## config.mk

```make
export PLATFORM = sky130hd
export DESIGN_NAME = vec_pipe_chain
export DESIGN_NICKNAME = d
export VERILOG_FILES = /design/src/rtl/vec_pipe_chain.sv
export SDC_FILE = /design/constraint.sdc
export NUM_CORES = 1
export LEC_CHECK = 0
export ABC_CLOCK_PERIOD_IN_PS = 5100
export CORE_MARGIN = 4
export CORE_UTILIZATION = 50
export CTS_CLUSTER_SIZE = 16
export DETAILED_ROUTE_END_ITERATION = 10
export PLACE_DENSITY = 0.8
export SLEW_MARGIN = 40
export SYNTH_ARGS = -nofsm -noshare
export SYNTH_HDL_FRONTEND = slang
export SYNTH_SLANG_ARGS = --single-unit
```

## constraint.sdc

```tcl
create_clock -name clk -period 5.1 [get_ports clk]
set_clock_uncertainty 0.2 [all_clocks]
set_input_delay 1.02 -clock clk [delete_from_list [all_inputs] [get_ports clk]]
set_output_delay 1.02 -clock clk [all_outputs]
set_load 0.05 [all_outputs]
```

## src/rtl/vec_pipe_chain.sv

```systemverilog
// In-order pipeline register chain carrying a control word and vector payload,
// with per-stage valid/flush, global stall and youngest-producer forwarding.
module vec_pipe_chain #(
    parameter  int STAGES = 3,
    parameter  int LANES  = 4,
    parameter  int LANE_W = 8,
    parameter  int CTRL_W = 25,
    parameter  int SEL_W  = 4,
    localparam int VEC_W  = LANES * LANE_W,
    localparam int OCC_W  = $clog2(STAGES + 1)
) (
    input  logic              clk,
    input  logic              rst,
    input  logic              in_valid,
    input  logic [CTRL_W-1:0] in_ctrl,
    input  logic [VEC_W-1:0]  in_vec,
    input  logic              in_wr_en,
    input  logic [SEL_W-1:0]  in_wr_reg,
    input  logic [LANES-1:0]  in_lane_mask,
    input  logic              stall,
    input  logic [STAGES-1:0] flush_mask,
    output logic              in_ready,
    output logic              out_valid,
    output logic [CTRL_W-1:0] out_ctrl,
    output logic [VEC_W-1:0]  out_vec,
    output logic              out_wr_en,
    output logic [SEL_W-1:0]  out_wr_reg,
    output logic [LANES-1:0]  out_lane_mask,
    input  logic [SEL_W-1:0]  q_reg_a,
    input  logic [SEL_W-1:0]  q_reg_b,
    output logic              hit_a,
    output logic              hit_b,
    output logic              partial_a,
    output logic              partial_b,
    output logic [VEC_W-1:0]  fwd_a,
    output logic [VEC_W-1:0]  fwd_b,
    output logic [OCC_W-1:0]  occupancy
);

    logic [STAGES-1:0] valid_q;
    logic [CTRL_W-1:0] ctrl_q  [STAGES];
    logic [VEC_W-1:0]  vec_q   [STAGES];
    logic              wr_en_q [STAGES];
    logic [SEL_W-1:0]  wr_reg_q[STAGES];
    logic [LANES-1:0]  mask_q  [STAGES];

    assign in_ready = !stall;

    // Flush is applied to the valid bits whether the chain advances or holds.
    always_ff @(posedge clk or negedge rst) begin
        if (!rst) begin
            valid_q <= '0;
            for (int i = 0; i < STAGES; i++) begin
                ctrl_q[i]   <= '0;
                vec_q[i]    <= '0;
                wr_en_q[i]  <= 1'b0;
                wr_reg_q[i] <= '0;
                mask_q[i]   <= '0;
            end
        end else if (!stall) begin
            valid_q[0]  <= in_valid;
            ctrl_q[0]   <= in_ctrl;
            vec_q[0]    <= in_vec;
            wr_en_q[0]  <= in_wr_en;
            wr_reg_q[0] <= in_wr_reg;
            mask_q[0]   <= in_lane_mask;
            for (int i = 1; i < STAGES; i++) begin
                valid_q[i]  <= valid_q[i-1] & !flush_mask[i-1];
                ctrl_q[i]   <= ctrl_q[i-1];
                vec_q[i]    <= vec_q[i-1];
                wr_en_q[i]  <= wr_en_q[i-1];
                wr_reg_q[i] <= wr_reg_q[i-1];
                mask_q[i]   <= mask_q[i-1];
            end
        end else begin
            valid_q <= valid_q & ~flush_mask;
        end
    end

    assign out_valid     = valid_q[STAGES-1];
    assign out_ctrl      = ctrl_q[STAGES-1];
    assign out_vec       = vec_q[STAGES-1];
    assign out_wr_en     = valid_q[STAGES-1] & wr_en_q[STAGES-1];
    assign out_wr_reg    = wr_reg_q[STAGES-1];
    assign out_lane_mask = mask_q[STAGES-1];

    // Scan oldest to youngest so the youngest matching producer wins.
    always_comb begin
        hit_a     = 1'b0;
        partial_a = 1'b0;
        fwd_a     = '0;
        hit_b     = 1'b0;
        partial_b = 1'b0;
        fwd_b     = '0;
        for (int i = STAGES - 1; i >= 0; i--) begin
            if (valid_q[i] && wr_en_q[i] && !flush_mask[i] && wr_reg_q[i] == q_reg_a) begin
                hit_a     = 1'b1;
                partial_a = !(&mask_q[i]);
                fwd_a     = vec_q[i];
            end
            if (valid_q[i] && wr_en_q[i] && !flush_mask[i] && wr_reg_q[i] == q_reg_b) begin
                hit_b     = 1'b1;
                partial_b = !(&mask_q[i]);
                fwd_b     = vec_q[i];
            end
        end
    end

    always_comb begin
        occupancy = '0;
        for (int i = 0; i < STAGES; i++) begin
            occupancy = occupancy + OCC_W'(valid_q[i]);
        end
    end

endmodule

```

Yosys cells after proc, flatten, opt, wreduce, memory -nomap -nowiden
Cells that the tools add are included.

Add/subtract/negate cells: 2. Equal/unequal tests: 6. Muxes and demuxes: 19. Bitwise operators: 5. Reduce and logical (&&, ||, !) cells: 22.

Operators with widths (count): 32-bit two-way mux (6); 4-bit equality test (6); 1-bit logical AND (12); 1-bit two-way mux (12); 4-bit AND reduction (3); 1-bit zero test (7); 1-bit AND (3); 3-bit AND (1); 3-bit two-way mux (1); 3-bit NOT (1); 1-bit by 1-bit adder with 2-bit output (1); 2-bit by 1-bit adder with 2-bit output (1).

Register bits: 201. Output and inout bits: 138.

Logic depth before layout (Yosys ltp)
Gate-level depths: netlist (run 1).

Depth in word-level cells: 6. Mapped depth: 6. Gate-level depth less buffers: 4.

Least setup slack after synthesis (run 1)
Ideal clock, no wire load.

Path kind: input to output. Start point: input flush_mask[2]. End point: output fwd_a[18]. Arrival time: 2771 ps. Path slack: 1109 ps. Stages on the path: 5. Path buffers: 1. Path through: nand3b_1 > nor2_2 > clkbuf_1 > o2111ai_1 > a31oi_1.

Longest elaborated chain between the ends: 6.

Ends and longest elaborated chain: start, declared (RTL line 21) `input logic [STAGES-1:0] flush_mask,`; 1-bit zero test (RTL line 96) `if (valid_q[i] && wr_en_q[i] && !flush_mask[i] && wr_reg_q[i] == q_reg_a) begin`; 1-bit logical AND (2 in a row) (RTL line 96); 32-bit two-way mux (3 in a row) (RTL line 96); end, declared (RTL line 35) `output logic [VEC_W-1:0] fwd_a,`.

Every way passes these cells.

Worst setup path after layout (run 1)
Start point: input q_reg_a[1]. End point: output fwd_a[20].

Longest elaborated chain between the ends: 5. Elaborated cells between the ends (all ways): 9.

Ends and longest elaborated chain: start, declared (RTL line 29) `input logic [SEL_W-1:0] q_reg_a,`; 4-bit equality test (RTL line 96); 1-bit logical AND (RTL line 96); 32-bit two-way mux (2 in a row) (RTL line 96); 32-bit two-way mux (*) (RTL line 96).

Mark *: on every way between the ends. The rest lies on a longest branch, timed or not.

==> impl_results.md, run 1 <==
* Outcome: completed
* Post-CTS setup repair buffer count at 0
* Starting Density at roughly half
* CTS tree: built
* Mapped Cells at just under 900
* Main synth FF type: dfrtp_1
* Seq/Total Area, Yosys at between 40% and 50%
* Leakage at between 5 and 6 nW
* DRC viols at 0
* HPWL after DPL at between 15000 and 20000 µm
* Reg2reg setup slack at 3.96 ns
* Slew Viols, Final at 0
* Fmax at 223 MHz
* Clock tree buffer depth at 3
* Initial drt markers at between 700 and 800
* Core area at a little over 20000 µm²
* Ys async rst share at 100%
* Final hold violations at 0
* Boundary pin count at roughly 220
* CTS hold repair buffers at 0
* Syn-to-layout area delta at 30.9%
* Most frequent cells in the layout: dfrtp_1 (201), clkdlybuf4s50_1 (148), mux2_2 (147)
* Vias in the first global route at ~8000
* FP Rows at 52
* Critical R2R Launch: valid_q[0]$_DFF_PN0_
* Warnings from Yosys at 0
* Crit path DAT at ~3.3 ns
* Die Area at 23000 µm²
* Chip Height at between 150 and 200 µm
* CP Class: in -> out
* Max IR drop VDD at ~0.31 mV
* Max reg flops at 64
* Routed vias/inst at about 6.3
* CTS Sinks at between 200 and 250
* Post-CTS Resized at 0
* Worst Hold Class: reg -> reg
* Total iterations of the first detailed-routing run at 5
* Post-route clock period utilization at approximately 88%
* Rel. slew slack at 45.3%
* Antenna diodes at 0
* H-tree depth at 1
* Hold endpoint: out_ctrl[7]$_DFFE_PN0N_
* Port Buffers at approximately 220
* Crit start category: primary input
* Final Setup Violations at 0
* RePlAce Congestion at slightly below 0.9
* Number of synthesized flops with an enable pin at 0
* Hold path cells at 1
* Via Count at between 7000 and 8000
* Crit path max-delay family: buffers and inverters
* Die outline width at between 150 and 200 µm
* Fin nets at roughly 1100
* Hold WS at 0.281 ns
* Drt total wl at 28100 µm
* Crit path required time at between 3 and 4 ns
* Synth unique cells at 34
* RSZ-0062 raised after global routing: false
* Clock root buffer: clkbuf_16
* Biggest register: vec_q
* Slowest stage delay, CP at roughly 0.56 ns
* Mapped Area at between 10000 and 15000 µm²
* Largest net degree at the start of global routing at slightly above 90
* Syn_nets at roughly 950
* Commonest non-fill, non-tap cell in the layout: dfrtp_1
* Power Density at about 350 nW/µm²
* WP buf/inv at 3
* Crit path max-delay cell type: clkdlybuf4s50_1
* Slew @ Worst Pin at approximately 0.82 ns
* Initial antenna violation count at 0
* CP max FO at 18
* Max-cap viol count at 0
* CTS buffer count at 22
* First-pass GRT wire length at about 44000 µm
* Worst r2r dst: valid_q[0]$_DFF_PN0_
* Min Tclk post-route at between 4 and 5 ns
* WL/cell at ~22 µm
* Setup TNS at 0 ns
* Clk_lat worst skew at between 0.4 and 0.5 ns
* Critical path capture point type: primary output
* Clock-pin slew on the worst setup and hold paths at ~0.06 ns
* Worst reg2reg path depth at 2
* Gr ovfl total at 0
* Syn avg cell area at ~12 µm²
* Critical path origin: q_reg_a[1]
* GRT Overall Usage at 24.1%
* Flops & latches, synth at ~200
* ANT nets after route at 0
* Share of layout cells above drive strength 1 at between 20% and 30%
* Worst Min Path Start: ctrl_q[32]$_DFFE_PN0N_
* CP Cell Sequence: clkdlybuf4s50_1 -> xnor2_1 -> and4_1 -> buf_4 -> nand3_1 -> a31oi_1 -> buf_12
-- worst max path at each step --
stage,slack (ns),cells past startpoint,to
2_1_floorplan,1.11,5,fwd_a[18]
3_3_place_gp,0.64,7,fwd_a[4]
3_5_place_dp,0.65,7,fwd_a[10]
4_1_cts,0.65,7,fwd_a[4]
5_1_grt,0.55,7,fwd_a[4]
6_report,0.62,7,fwd_a[20]
-- layer usage --
metal  track usage (%)  vias up  share of wire (%)
li1                  -     3453                  -
met1              32.4     3930                 39
met2              37.6      528                 47
met3              7.20       88                 12
met4              8.18        0                3.2
met5                 0        -                  0
-- report_power, final --
part | switching (mW) | internal, mW
Clock | 0.601 | 0.885
Combinational | 0.739 | 0.481
Sequential | 0.224 | 1.83
-- cell families (layout without fill, tap and decap cells) --
kind of cell,count (synthesis),count (layout),synth area share (%)
DFF,201,201,48.7
muxes,198,198,21.6
and+or+nand+nor,158,158,8.20
buffers and inverters,151,283,9.06
AOI/OAI and AO/OA,138,138,10.3
xor gates and xnor gates,24,24,2.03
adders and majority gates,1,1,0.194
-- through the flow --
stage / cells / worst slack, ns / total power [mW] / instance area, µm² / utilization (%)
floorplan: 871 / 1.11 / 2.94 / 10300 / -
global placement: 1237 / 0.641 / 3.27 / 12900 / 63.4
detailed placement: 1237 / 0.645 / 3.30 / 12900 / 63.4
CTS: 1273 / 0.655 / 4.80 / 13500 / 66.6
global route: 1273 / 0.545 / 4.96 / 13500 / 66.6
finish: 1273 / 0.618 / 4.76 / 13500 / 66.6
-- cells in the mapped netlist, types with 2 or more instances --
master | count | area share, %
a22oi_1 | 2 | 0.15
a31oi_1 | 61 | 3.7
a31oi_2 | 5 | 0.61
and4_1 | 2 | 0.17
buf_1 | 7 | 0.25
buf_2 | 49 | 2.4
buf_4 | 66 | 4.8
buf_6 | 8 | 0.87
clkbuf_1 | 19 | 0.69
dfrtp_1 | 201 | 49
mux2_1 | 51 | 5.6
mux2_2 | 147 | 16
nand2_1 | 7 | 0.25
nand3_1 | 64 | 3.1
nand3b_1 | 3 | 0.22
nand4_1 | 4 | 0.24
nand4_2 | 2 | 0.24
nor2_2 | 2 | 0.12
nor3_1 | 66 | 3.2
nor3_4 | 2 | 0.31
o2111ai_1 | 66 | 5.6
o21ai_0 | 2 | 0.097
or2_1 | 2 | 0.12
xnor2_1 | 16 | 1.4
xor2_1 | 8 | 0.68
-- area by class of cell --
type	count	area, µm²
Clock inverter	5	52.6
Timing Repair Buffer	245	3100
Fill cell	1505	6770
Clock buffer	31	616
Multi-Input combinational cell	519	4390
Tap cell	270	338
Sequential cell	201	5030
Inverter	2	7.51
No activity file was read; power rests on OpenSTA's default activity.
==> run 2: changes to the inputs <==
--- a/config.mk
+++ b/config.mk
@@ -11,6 +11,7 @@
 export CTS_CLUSTER_SIZE = 16
 export DETAILED_ROUTE_END_ITERATION = 10
 export PLACE_DENSITY = 0.8
+export SKIP_LAST_GASP = 1
 export SLEW_MARGIN = 40
 export SYNTH_ARGS = -nofsm -noshare
 export SYNTH_HDL_FRONTEND = slang
==> results of run 2 <==
The final DEF is identical to that of run 1; final timing and power are the same.
==> run 3: changes to the inputs <==
--- a/config.mk
+++ b/config.mk
@@ -5,12 +5,12 @@
 export SDC_FILE = /design/constraint.sdc
 export NUM_CORES = 1
 export LEC_CHECK = 0
-export ABC_CLOCK_PERIOD_IN_PS = 5100
+export ABC_CLOCK_PERIOD_IN_PS = 5150
 export CORE_MARGIN = 4
 export CORE_UTILIZATION = 50
 export CTS_CLUSTER_SIZE = 16
 export DETAILED_ROUTE_END_ITERATION = 10
-export PLACE_DENSITY = 0.8
+export PLACE_DENSITY = 0.87
 export SKIP_LAST_GASP = 1
 export SLEW_MARGIN = 40
 export SYNTH_ARGS = -nofsm -noshare
==> constraint.sdc (replaced) <==
create_clock -name clk -period 5.15 [get_ports clk]
set_clock_uncertainty 0.2 [all_clocks]
set_input_delay 1.03 -clock clk [delete_from_list [all_inputs] [get_ports clk]]
set_output_delay 1.03 -clock clk [all_outputs]
set_load 0.05 [all_outputs]
==> impl_results.md, run 3 (synthesis results as in run 1) <==
* Antenna diodes at 0 (unchanged)
* CTS tree: built
* Critical path capture point type: primary output
* Worst Hold Class: reg -> reg
* Leakage at 5.14 nW (+0.18%)
* Non-Filler Instances at 1271 (-0.16%)
* DP Worst Slack at 0.716 ns (+0.0708 ns)
* Slew Viols, Final at 0 (unchanged)
* RePlAce Congestion at 0.887 (-0.22%)
* Initial antenna violation count at 2 (+2)
* Core area at 20300 µm² (unchanged)
* Die outline width at 152 µm (unchanged)
* Filler Cell Count at 1451 (-3.6%)
* Fmax at between 200 and 250 MHz
* Crit path DAT at 3.18 ns (-0.08 ns)
* Crit path required time at 3.92 ns (+0.04 ns)
* Post-CTS setup repair buffer count at 0 (unchanged)
* Die Area at 23000 µm² (unchanged)
* GRT Overall Usage at 23.8% (-0.34 points)
* ANT nets after route at 0 (unchanged)
* Clock root buffer: clkbuf_16
* Outcome: completed
* Syn-to-layout area delta at 31.1%
* Share of layout cells above drive strength 1 at 28.5% (-0.14 points)
* CP Class: in -> out
* Final Setup Violations at 0 (unchanged)
* Port Buffers at 218 (unchanged)
* Final Power at 4.79 mW (+0.61%)
* Starting Density at 50.9% (unchanged)
* Post-route clock period utilization at between 80 and 90%
* PnR worst setup slack at 0.740 ns (+0.122 ns)
* Post-CTS Resized at 0 (unchanged)
* Max reg flops at 64 (unchanged)
* Chip Height at 152 µm (unchanged)
* Drt total wl at 28100 µm (about the same)
* Initial drt markers at 619 (-18%)
* Min Tclk post-route at roughly 4.4 ns
* Gr ovfl total at 0 (unchanged)
* Clock tree buffer depth at 3 (unchanged)
* Power Density at 354 nW/µm² (+0.47%)
* First-pass GRT wire length at 43800 µm (-1.3%)
* CP max FO at 23 (+5)
* Routed vias/inst at 6.28 (about the same)
* HPWL after DPL at 18400 µm (-2.7%)
* Biggest register: vec_q
* Max IR drop VDD at 0.371 mV (+19%)
* Post-Place Cells at 1232 (-0.40%)
* WL/cell at 22.1 µm (+0.21%)
* CTS hold repair buffers at 0 (unchanged)
* Fin nets at 1068 (-0.47%)
* Rel. slew slack at 50.9% (+5.6 points)
* Design Area, Final at 13500 µm² (+0.14%)
* Clock-pin slew on the worst setup and hold paths at 0.06 ns (about the same)
* DRC viols at 0 (unchanged)
* Boundary pin count at 219 (unchanged)
* Via Count at 7982 (-0.21%)
* Vias in the first global route at 8184 (+2.2%)
* Crit start category: primary input
* RSZ-0062 raised after global routing: false
* Reg area at 5030 µm² (unchanged)
* Slew @ Worst Pin at 0.737 ns (-0.0835 ns)
* Setup TNS at 0 ns (unchanged)
* CTS buffer count at 22 (unchanged)
* H-tree depth at 1 (unchanged)
* FP Rows at 52 (unchanged)
* Max-cap viol count at 0 (unchanged)
* Area occupied by multi-input gates at 4390 µm² (unchanged)
* Most frequent cells in the layout: dfrtp_1 (201), clkdlybuf4s50_1 (148), mux2_2 (147)
* Placed standard-cell area at 12800 µm² (-0.20%)
* CTS Sinks at 201 (unchanged)
* Total iterations of the first detailed-routing run at 7 (+2)
* Commonest non-fill, non-tap cell in the layout: dfrtp_1
* Final hold violations at 0 (unchanged)
* Largest net degree at the start of global routing at 112 (+22%)
* Clk_lat worst skew at 0.50 ns (about the same)
-- run 3: routing by layer --
layer	wire length (µm)	global-route usage, %	vias to the layer above
met1	10200	29.8	3922
met3	3360	7.82	91
met4	946	9.48	4
li1	-	-	3466
met5	32	0	-
met2	13500	38.3	499
-- run 3: report_power, final --
| part | internal (mW) | switching, mW |
|---|---|---|
| sequential | 1.81 | 0.218 |
| combinational | 0.474 | 0.739 |
| clock | 0.923 | 0.624 |
-- run 3: per-stage QoR --
| stage | utilization, % | hold WS [ns] |
|---|---|---|
| after floorplan | - | 0.252 |
| after global routing | 66.7 | 0.306 |
| final | 66.7 | 0.278 |
| after global placement | 63.2 | 0.261 |
| after detailed placement | 63.2 | 0.266 |
| after CTS | 66.7 | 0.279 |
-- run 3: layout make-up --
type                            instances  share of cell area [%]
Sequential cell                       201                    37.1
Multi-Input combinational cell        519                    32.4
Timing Repair Buffer                  240                    22.7
Clock buffer                           31                    4.46
Tap cell                              270                    2.49
Clock inverter                          8                   0.776
Inverter                                2                  0.0554
-- run 3: worst max-delay path, stage by stage --
cell	delay, ns
clkdlybuf4s50_1	0.48
xnor2_1	0.25
nand4_2	0.15
or2_1	0.43
buf_4	0.33
a31oi_1	0.31
buf_12	0.19
-- run 3: final timing paths --
check,slack (ns),cells after the start,end,startpoint
max,0.74,7,fwd_a[16],q_reg_a[0]
max reg2reg,3.98,2,valid_q[0]$_DFF_PN0_,valid_q[0]$_DFF_PN0_
min,0.28,1,ctrl_q[47]$_DFFE_PN0N_,ctrl_q[72]$_DFFE_PN0N_
max in group asynchronous,3.58,2,out_ctrl[0]$_DFFE_PN0N_,rst
min in group asynchronous,0.30,1,out_vec[10]$_DFFE_PN0N_,rst
min reg2reg,0.28,1,ctrl_q[47]$_DFFE_PN0N_,ctrl_q[72]$_DFFE_PN0N_
